`config.mk`:
```
export PLATFORM = sky130hd
export DESIGN_NAME = mem_arbiter_flat
export DESIGN_NICKNAME = d
export VERILOG_FILES = /design/src/rtl/mem_arbiter_if.sv /design/src/rtl/mem_arbiter.sv /design/src/flat_wrapper.sv
export SDC_FILE = /design/constraint.sdc
export NUM_CORES = 1
export LEC_CHECK = 0
export CORE_MARGIN = 10
export CORE_UTILIZATION = 37
export CTS_BUF_LIST = sky130_fd_sc_hd__clkbuf_16
export DETAILED_ROUTE_END_ITERATION = 6
export PLACE_DENSITY_LB_ADDON = 0.25
export SETUP_SLACK_MARGIN = 0.3
export SLEW_MARGIN = 0
export SYNTH_ARGS = -nofsm -noshare
export SYNTH_HDL_FRONTEND = slang
export SYNTH_SLANG_ARGS = --single-unit
```
`constraint.sdc`:
```
create_clock -name clk -period 1.5 [get_ports clk]
set_clock_uncertainty 0.1 [all_clocks]
set_input_delay 0.3 -clock clk [delete_from_list [all_inputs] [get_ports clk]]
set_output_delay 0.3 -clock clk [all_outputs]
set_load 0.02 [all_outputs]
```
`src/rtl/mem_arbiter_if.sv`:
```
// Request/response handshakes for both requester ports plus the shared memory port.
// slave = arbiter side, master = requesters and memory macro side.
interface mem_arbiter_if;
  logic        req0_valid;
  logic [11:0] req0_addr;
  logic [31:0] req0_wdata;
  logic        req0_wen;
  logic        req0_ready;
  logic        rsp0_valid;
  logic [31:0] rsp0_rdata;

  logic        req1_valid;
  logic [11:0] req1_addr;
  logic [31:0] req1_wdata;
  logic        req1_wen;
  logic        req1_ready;
  logic        rsp1_valid;
  logic [31:0] rsp1_rdata;
  logic        rsp1_err;

  logic [11:0] mem_addr;
  logic [31:0] mem_wdata;
  logic [31:0] mem_rdata;
  logic        mem_wen;
  logic        mem_cen;

  modport slave (
    input  req0_valid, req0_addr, req0_wdata, req0_wen,
    input  req1_valid, req1_addr, req1_wdata, req1_wen,
    input  mem_rdata,
    output req0_ready, rsp0_valid, rsp0_rdata,
    output req1_ready, rsp1_valid, rsp1_rdata, rsp1_err,
    output mem_addr, mem_wdata, mem_wen, mem_cen
  );

  modport master (
    output req0_valid, req0_addr, req0_wdata, req0_wen,
    output req1_valid, req1_addr, req1_wdata, req1_wen,
    output mem_rdata,
    input  req0_ready, rsp0_valid, rsp0_rdata,
    input  req1_ready, rsp1_valid, rsp1_rdata, rsp1_err,
    input  mem_addr, mem_wdata, mem_wen, mem_cen
  );
endinterface

```
`src/rtl/mem_arbiter.sv`:
```
// Two-port round-robin arbiter for a single 12-bit address / 32-bit data memory port.
// One access per three cycles; port 1 writes at or above PROT_BASE are rejected with rsp1_err.
module mem_arbiter #(
  parameter logic [11:0] PROT_BASE = 12'hF00
) (
  input  logic          clk,
  input  logic          rst_n,
  mem_arbiter_if.slave  bus,
  output logic          arb_busy
);

  typedef enum logic [1:0] {IDLE, ACCESS, RESP} state_t;

  state_t      r_state;
  logic        r_last_grant;
  logic        r_port;
  logic        r_wen;
  logic        r_err;
  logic        r_busy;
  logic        r_mem_cen;
  logic        r_mem_wen;
  logic [11:0] r_mem_addr;
  logic [31:0] r_mem_wdata;
  logic        r_rsp0_valid;
  logic        r_rsp1_valid;
  logic        r_rsp1_err;
  logic [31:0] r_rsp0_rdata;
  logic [31:0] r_rsp1_rdata;

  logic        w_idle;
  logic        w_win1;
  logic        w_ready0;
  logic        w_ready1;
  logic        w_accept;
  logic [11:0] w_addr;
  logic [31:0] w_wdata;
  logic        w_wen;
  logic        w_err;
  logic [31:0] w_rsp_data;

  // Port 1 wins when it is alone, or on a tie when port 0 was granted last.
  assign w_idle   = (r_state == IDLE);
  assign w_win1   = bus.req1_valid & (~bus.req0_valid | ~r_last_grant);
  assign w_ready0 = w_idle & bus.req0_valid & ~w_win1;
  assign w_ready1 = w_idle & w_win1;
  assign w_accept = w_ready0 | w_ready1;

  assign w_addr  = w_win1 ? bus.req1_addr  : bus.req0_addr;
  assign w_wdata = w_win1 ? bus.req1_wdata : bus.req0_wdata;
  assign w_wen   = w_win1 ? bus.req1_wen   : bus.req0_wen;
  assign w_err   = w_win1 & w_wen & (w_addr >= PROT_BASE);

  assign w_rsp_data = (~r_wen & ~r_err) ? bus.mem_rdata : '0;

  always_ff @(posedge clk or negedge rst_n) begin
    if (!rst_n) begin
      r_state      <= IDLE;
      r_last_grant <= 1'b1;
      r_port       <= 1'b0;
      r_wen        <= 1'b0;
      r_err        <= 1'b0;
      r_busy       <= 1'b0;
      r_mem_cen    <= 1'b0;
      r_mem_wen    <= 1'b0;
      r_mem_addr   <= '0;
      r_mem_wdata  <= '0;
      r_rsp0_valid <= 1'b0;
      r_rsp1_valid <= 1'b0;
      r_rsp1_err   <= 1'b0;
      r_rsp0_rdata <= '0;
      r_rsp1_rdata <= '0;
    end else begin
      r_rsp0_valid <= 1'b0;
      r_rsp1_valid <= 1'b0;
      r_rsp1_err   <= 1'b0;
      case (r_state)
        IDLE: begin
          if (w_accept) begin
            r_state      <= ACCESS;
            r_busy       <= 1'b1;
            r_port       <= w_win1;
            r_last_grant <= w_win1;
            r_wen        <= w_wen;
            r_err        <= w_err;
            // Memory strobes are loaded here so they are registered during ACCESS only.
            r_mem_cen    <= ~w_err;
            r_mem_wen    <= w_wen & ~w_err;
            r_mem_addr   <= w_addr;
            r_mem_wdata  <= w_wdata;
          end
        end
        ACCESS: begin
          r_state     <= RESP;
          r_mem_cen   <= 1'b0;
          r_mem_wen   <= 1'b0;
          r_mem_addr  <= '0;
          r_mem_wdata <= '0;
        end
        RESP: begin
          r_state <= IDLE;
          r_busy  <= 1'b0;
          if (r_port) begin
            r_rsp1_valid <= 1'b1;
            r_rsp1_rdata <= w_rsp_data;
            r_rsp1_err   <= r_err;
          end else begin
            r_rsp0_valid <= 1'b1;
            r_rsp0_rdata <= w_rsp_data;
          end
        end
        default: r_state <= IDLE;
      endcase
    end
  end

  assign bus.req0_ready = w_ready0;
  assign bus.req1_ready = w_ready1;
  assign bus.rsp0_valid = r_rsp0_valid;
  assign bus.rsp0_rdata = r_rsp0_rdata;
  assign bus.rsp1_valid = r_rsp1_valid;
  assign bus.rsp1_rdata = r_rsp1_rdata;
  assign bus.rsp1_err   = r_rsp1_err;
  assign bus.mem_cen    = r_mem_cen;
  assign bus.mem_wen    = r_mem_wen;
  assign bus.mem_addr   = r_mem_addr;
  assign bus.mem_wdata  = r_mem_wdata;
  assign arb_busy       = r_busy;

endmodule
```
`src/flat_wrapper.sv`:
```
// flat-port wrapper written by rule: the top's interface ports become plain ports
module mem_arbiter_flat 
#(
  parameter logic [11:0] PROT_BASE = 12'hF00
)
  (clk, rst_n, arb_busy, bus_req0_valid, bus_req0_addr, bus_req0_wdata, bus_req0_wen, bus_req1_valid, bus_req1_addr, bus_req1_wdata, bus_req1_wen, bus_mem_rdata, bus_req0_ready, bus_rsp0_valid, bus_rsp0_rdata, bus_req1_ready, bus_rsp1_valid, bus_rsp1_rdata, bus_rsp1_err, bus_mem_addr, bus_mem_wdata, bus_mem_wen, bus_mem_cen);
  mem_arbiter_if bus_i ();
  input  logic clk;
  input  logic rst_n;
  output logic arb_busy;
  input wire logic [$bits(bus_i.req0_valid)-1:0] bus_req0_valid;
  input wire logic [$bits(bus_i.req0_addr)-1:0] bus_req0_addr;
  input wire logic [$bits(bus_i.req0_wdata)-1:0] bus_req0_wdata;
  input wire logic [$bits(bus_i.req0_wen)-1:0] bus_req0_wen;
  input wire logic [$bits(bus_i.req1_valid)-1:0] bus_req1_valid;
  input wire logic [$bits(bus_i.req1_addr)-1:0] bus_req1_addr;
  input wire logic [$bits(bus_i.req1_wdata)-1:0] bus_req1_wdata;
  input wire logic [$bits(bus_i.req1_wen)-1:0] bus_req1_wen;
  input wire logic [$bits(bus_i.mem_rdata)-1:0] bus_mem_rdata;
  output wire logic [$bits(bus_i.req0_ready)-1:0] bus_req0_ready;
  output wire logic [$bits(bus_i.rsp0_valid)-1:0] bus_rsp0_valid;
  output wire logic [$bits(bus_i.rsp0_rdata)-1:0] bus_rsp0_rdata;
  output wire logic [$bits(bus_i.req1_ready)-1:0] bus_req1_ready;
  output wire logic [$bits(bus_i.rsp1_valid)-1:0] bus_rsp1_valid;
  output wire logic [$bits(bus_i.rsp1_rdata)-1:0] bus_rsp1_rdata;
  output wire logic [$bits(bus_i.rsp1_err)-1:0] bus_rsp1_err;
  output wire logic [$bits(bus_i.mem_addr)-1:0] bus_mem_addr;
  output wire logic [$bits(bus_i.mem_wdata)-1:0] bus_mem_wdata;
  output wire logic [$bits(bus_i.mem_wen)-1:0] bus_mem_wen;
  output wire logic [$bits(bus_i.mem_cen)-1:0] bus_mem_cen;
  assign bus_i.req0_valid = bus_req0_valid;
  assign bus_i.req0_addr = bus_req0_addr;
  assign bus_i.req0_wdata = bus_req0_wdata;
  assign bus_i.req0_wen = bus_req0_wen;
  assign bus_i.req1_valid = bus_req1_valid;
  assign bus_i.req1_addr = bus_req1_addr;
  assign bus_i.req1_wdata = bus_req1_wdata;
  assign bus_i.req1_wen = bus_req1_wen;
  assign bus_i.mem_rdata = bus_mem_rdata;
  assign bus_req0_ready = bus_i.req0_ready;
  assign bus_rsp0_valid = bus_i.rsp0_valid;
  assign bus_rsp0_rdata = bus_i.rsp0_rdata;
  assign bus_req1_ready = bus_i.req1_ready;
  assign bus_rsp1_valid = bus_i.rsp1_valid;
  assign bus_rsp1_rdata = bus_i.rsp1_rdata;
  assign bus_rsp1_err = bus_i.rsp1_err;
  assign bus_mem_addr = bus_i.mem_addr;
  assign bus_mem_wdata = bus_i.mem_wdata;
  assign bus_mem_wen = bus_i.mem_wen;
  assign bus_mem_cen = bus_i.mem_cen;
  mem_arbiter #(.PROT_BASE(PROT_BASE)) u_core (.clk(clk), .rst_n(rst_n), .bus(bus_i), .arb_busy(arb_busy));
endmodule
```
==> impl_metrics.ini <==
[cts]
cts-root-buf = clkbuf_16
numCtsBuffers = 17
cts_tree = yes
clk_pin_slew_worst_paths_ns = 0.05
cts_num_sinks = 120
htreeDepth = 4
clockBufferDepth = 2
worst_skew_pair.late_latency_ns = 0.40

[floorplanning]
ioPinCount = 242
die_w_um = 136
initial_core_util_pct = 37.5
dieHeight_um = 136
rows = 42
core_um2 = 13200
die-area_um2 = 18400

[global_routing]
grt_pass1_vias = 5760
grt_first_pass_wirelength_um = 33300
grt_max_degree = 48
antenna_found_initial = 2
grt_usage_pct = 23.6
overflow = 0

[routing]
dr.pass1.iters = 5
drtIter0Drc = 328
final_antenna_net_count = 0
wl_per_cell_um = 24.3
via_per_inst = 5.36
drt_wl_total_um = 25400
vias = 5598
drc = 0

[status]
violations = setup timing
run_status = complete, but fails checks

[final_layout]
area_growth_pct = 124
num-nets-final = 981
finalInstanceArea_um2 = 11100
drive_above_1_share_pct = 55.2

[setup_path]
reg2reg_from = u_core.r_state[0]
crit_required_ns = 1.67
reg2reg_slack_ns = -0.27
critPathKind = flop to flop
r2r-end = u_core.bus.rsp0_rdata[24]
critical_path_peak_fanout = 8
worstRegToRegCells = 6
arrival_ns = 1.94
cp-end-kind = flop
start_kind = flop

[synth]
synthCells = 460
synth_cell_type_count = 34
synth_fp_nets = 586
synth_warnings = 0
avgSynthCellArea_um2 = 10.8
netlist_area_um2 = 4950
synth_seq_area_share_pct = 60.7
ys_ff_latch = 120

[sta]
maxSlewViolCount = 0
setup_viol = 115
slew_headroom_pct = 75.0
max_freq_mhz = 564
rsz0062_at_grt = true
min_period_over_period_pct = 118
worst_pin_slew_ns = 0.374
hold_violations = 0
layout_min_cycle_time_ns = 1.77
worst_slack_ns = -0.273

[flow_run]
cap_violations = 0

[place]
placed_area_um2 = 7750
dp_hpwl_um = 12400
gp_congestion = 0.757
portBuffers = 241

[pwr]
finalPower_mw = 24.2
worst_ir_drop_vdd_v = 0.00142
power_density_nw_per_um2 = 2190
power.leakage_nw = 5.12

[min_path]
hold_class = input port to async pin
[cell type report]
type                            instances  area, µm²
Antenna cell                            2       5.00
Sequential cell                       120       3010
Inverter                                5       41.3
Multi-Input combinational cell        300       2660
Timing Repair Buffer                  411       4610
Clock buffer                           17        425
Tap cell                              176        220
Fill cell                             625       2100
Clock inverter                         14        119
[synthesized netlist by cell type (all sizes together)]
master | n | share of area, %
nand4 | 1 | 0.13
dfrtp | 119 | 60
a32oi | 1 | 0.18
a311oi | 3 | 0.53
buf | 18 | 2.5
or3b | 1 | 0.18
nand2 | 107 | 8.2
a31oi | 2 | 0.25
a22o | 2 | 0.35
a21o | 1 | 0.15
nand3b | 2 | 0.30
inv | 5 | 0.38
o2bb2ai | 34 | 6.0
a21oi | 12 | 1.2
dfstp | 1 | 0.53
nor2 | 12 | 0.91
nor3 | 2 | 0.30
a21boi | 1 | 0.23
clkbuf | 17 | 1.3
nand2b | 1 | 0.13
mux2i | 34 | 6.9
or2 | 2 | 0.25
and2 | 1 | 0.13
a32o | 1 | 0.20
a21bo | 1 | 0.20
o31ai | 7 | 1.1
o21ai | 71 | 7.2
a2bb2oi | 1 | 0.18
[report_power, final]
part | internal (mW) | switching [mW] | total, mW
sequential | 4.58 | 1.22 | 5.79
combinational | 7.72 | 6.88 | 14.6
clock | 2.39 | 1.47 | 3.86
[kinds of logic after synthesis]
logic type / count (synthesis) / synth area share [%]
mux: 34 / 6.88
flops: 120 / 60.7
compound gates: 137 / 17.7
simple gates: 129 / 10.5
buf+inv: 40 / 4.20
[worst max-delay path, stage by stage, from the launching register on]
cell and delay, ns:
dfrtp_2 0.45, buf_12 0.15, or3b_4 0.45, buf_6 0.18
buf_16 0.16, nand2_2 0.07, o21ai_1 0.09
[sequential cells by signal, indices dropped and copies added, names as in the netlist]
name                   flops
u_core.arb_busy            1
u_core.bus.mem_addr       12
u_core.bus.mem_cen         1
u_core.bus.mem_wdata      32
u_core.bus.mem_wen         1
u_core.bus.rsp0_rdata     32
u_core.bus.rsp0_valid      1
u_core.bus.rsp1_err        1
u_core.bus.rsp1_rdata     32
u_core.bus.rsp1_valid      1
u_core.r_err               1
u_core.r_last_grant        1
u_core.r_port              1
u_core.r_state             2
u_core.r_wen               1
[metrics by stage]
| stage | instances | util [%] | hold slack, ns | TNS (ns) | setup WS, ns |
|---|---|---|---|---|---|
| detailed placement | 871 | 58.8 | 0.143 | -33.69 | -0.767 |
| global route | 1045 | 84.1 | 0.296 | -22.49 | -0.315 |
| floorplan | 460 | - | -0.0956 | 0 | 0.0442 |
| global placement | 871 | 58.8 | 0.142 | -30.33 | -0.762 |
| CTS | 983 | 76.9 | 0.260 | -15.60 | -0.244 |
| finish | 1045 | 84.1 | 0.274 | -16.99 | -0.273 |
[layout by cell type, fill, tap and decap left out, types with 3 or more instances in the layout]
| cell type | count |
|---|---|
| nor2_2 | 3 |
| nand2_4 | 35 |
| clkinv_2 | 5 |
| mux2i_4 | 4 |
| a311oi_2 | 3 |
| o2bb2ai_4 | 4 |
| clkbuf_16 | 18 |
| inv_1 | 5 |
| o31ai_1 | 6 |
| buf_12 | 21 |
| a21oi_1 | 12 |
| dfrtp_1 | 116 |
| dfrtp_2 | 3 |
| o2bb2ai_2 | 26 |
| o21ai_0 | 4 |
| mux2i_1 | 24 |
| buf_6 | 139 |
| buf_16 | 20 |
| o21ai_1 | 15 |
| clkdlybuf4s50_1 | 122 |
| nor2_1 | 6 |
| buf_4 | 103 |
| nand2_1 | 56 |
| o21ai_2 | 51 |
| mux2i_2 | 6 |
| o2bb2ai_1 | 4 |
| nand2_2 | 15 |
| nor2_4 | 3 |
[how the worst max path moves through the flow]
stage | from | to | slack [ns] | cells past startpoint
global placement | bus_req1_valid | bus_req1_ready | -0.76 | 4
finish | u_core.r_state[0] | u_core.bus.rsp0_rdata[24] | -0.27 | 6
global route | u_core.r_state[0] | u_core.bus.rsp0_rdata[24] | -0.32 | 6
detailed placement | bus_req1_valid | bus_req1_ready | -0.77 | 4
CTS | u_core.r_state[1] | bus_req1_ready | -0.24 | 3
floorplan | u_core.r_state[0] | u_core.bus.rsp0_rdata[10] | 0.04 | 5
[routing by layer]
metal	share of wire, %	track usage, %	vias to the layer above
met2	52	41.5	314
li1	-	-	2425
met4	2.9	7.60	0
met3	8.9	9.12	65
met5	0	0	-
met1	36	25.4	2794
[repair_timing]
item | 4_1_cts | 5_1_grt
endpoints found under the hold margin | 18 | 0
setup endpoints to repair | 235 | 236
hold buffers | 1 | 0
cloned | 20 | 1
pin swaps | 60 | 32
buffers inserted | 60 | 59
resized for setup | 868 | 107
No activity file was read; power rests on OpenSTA's default activity.
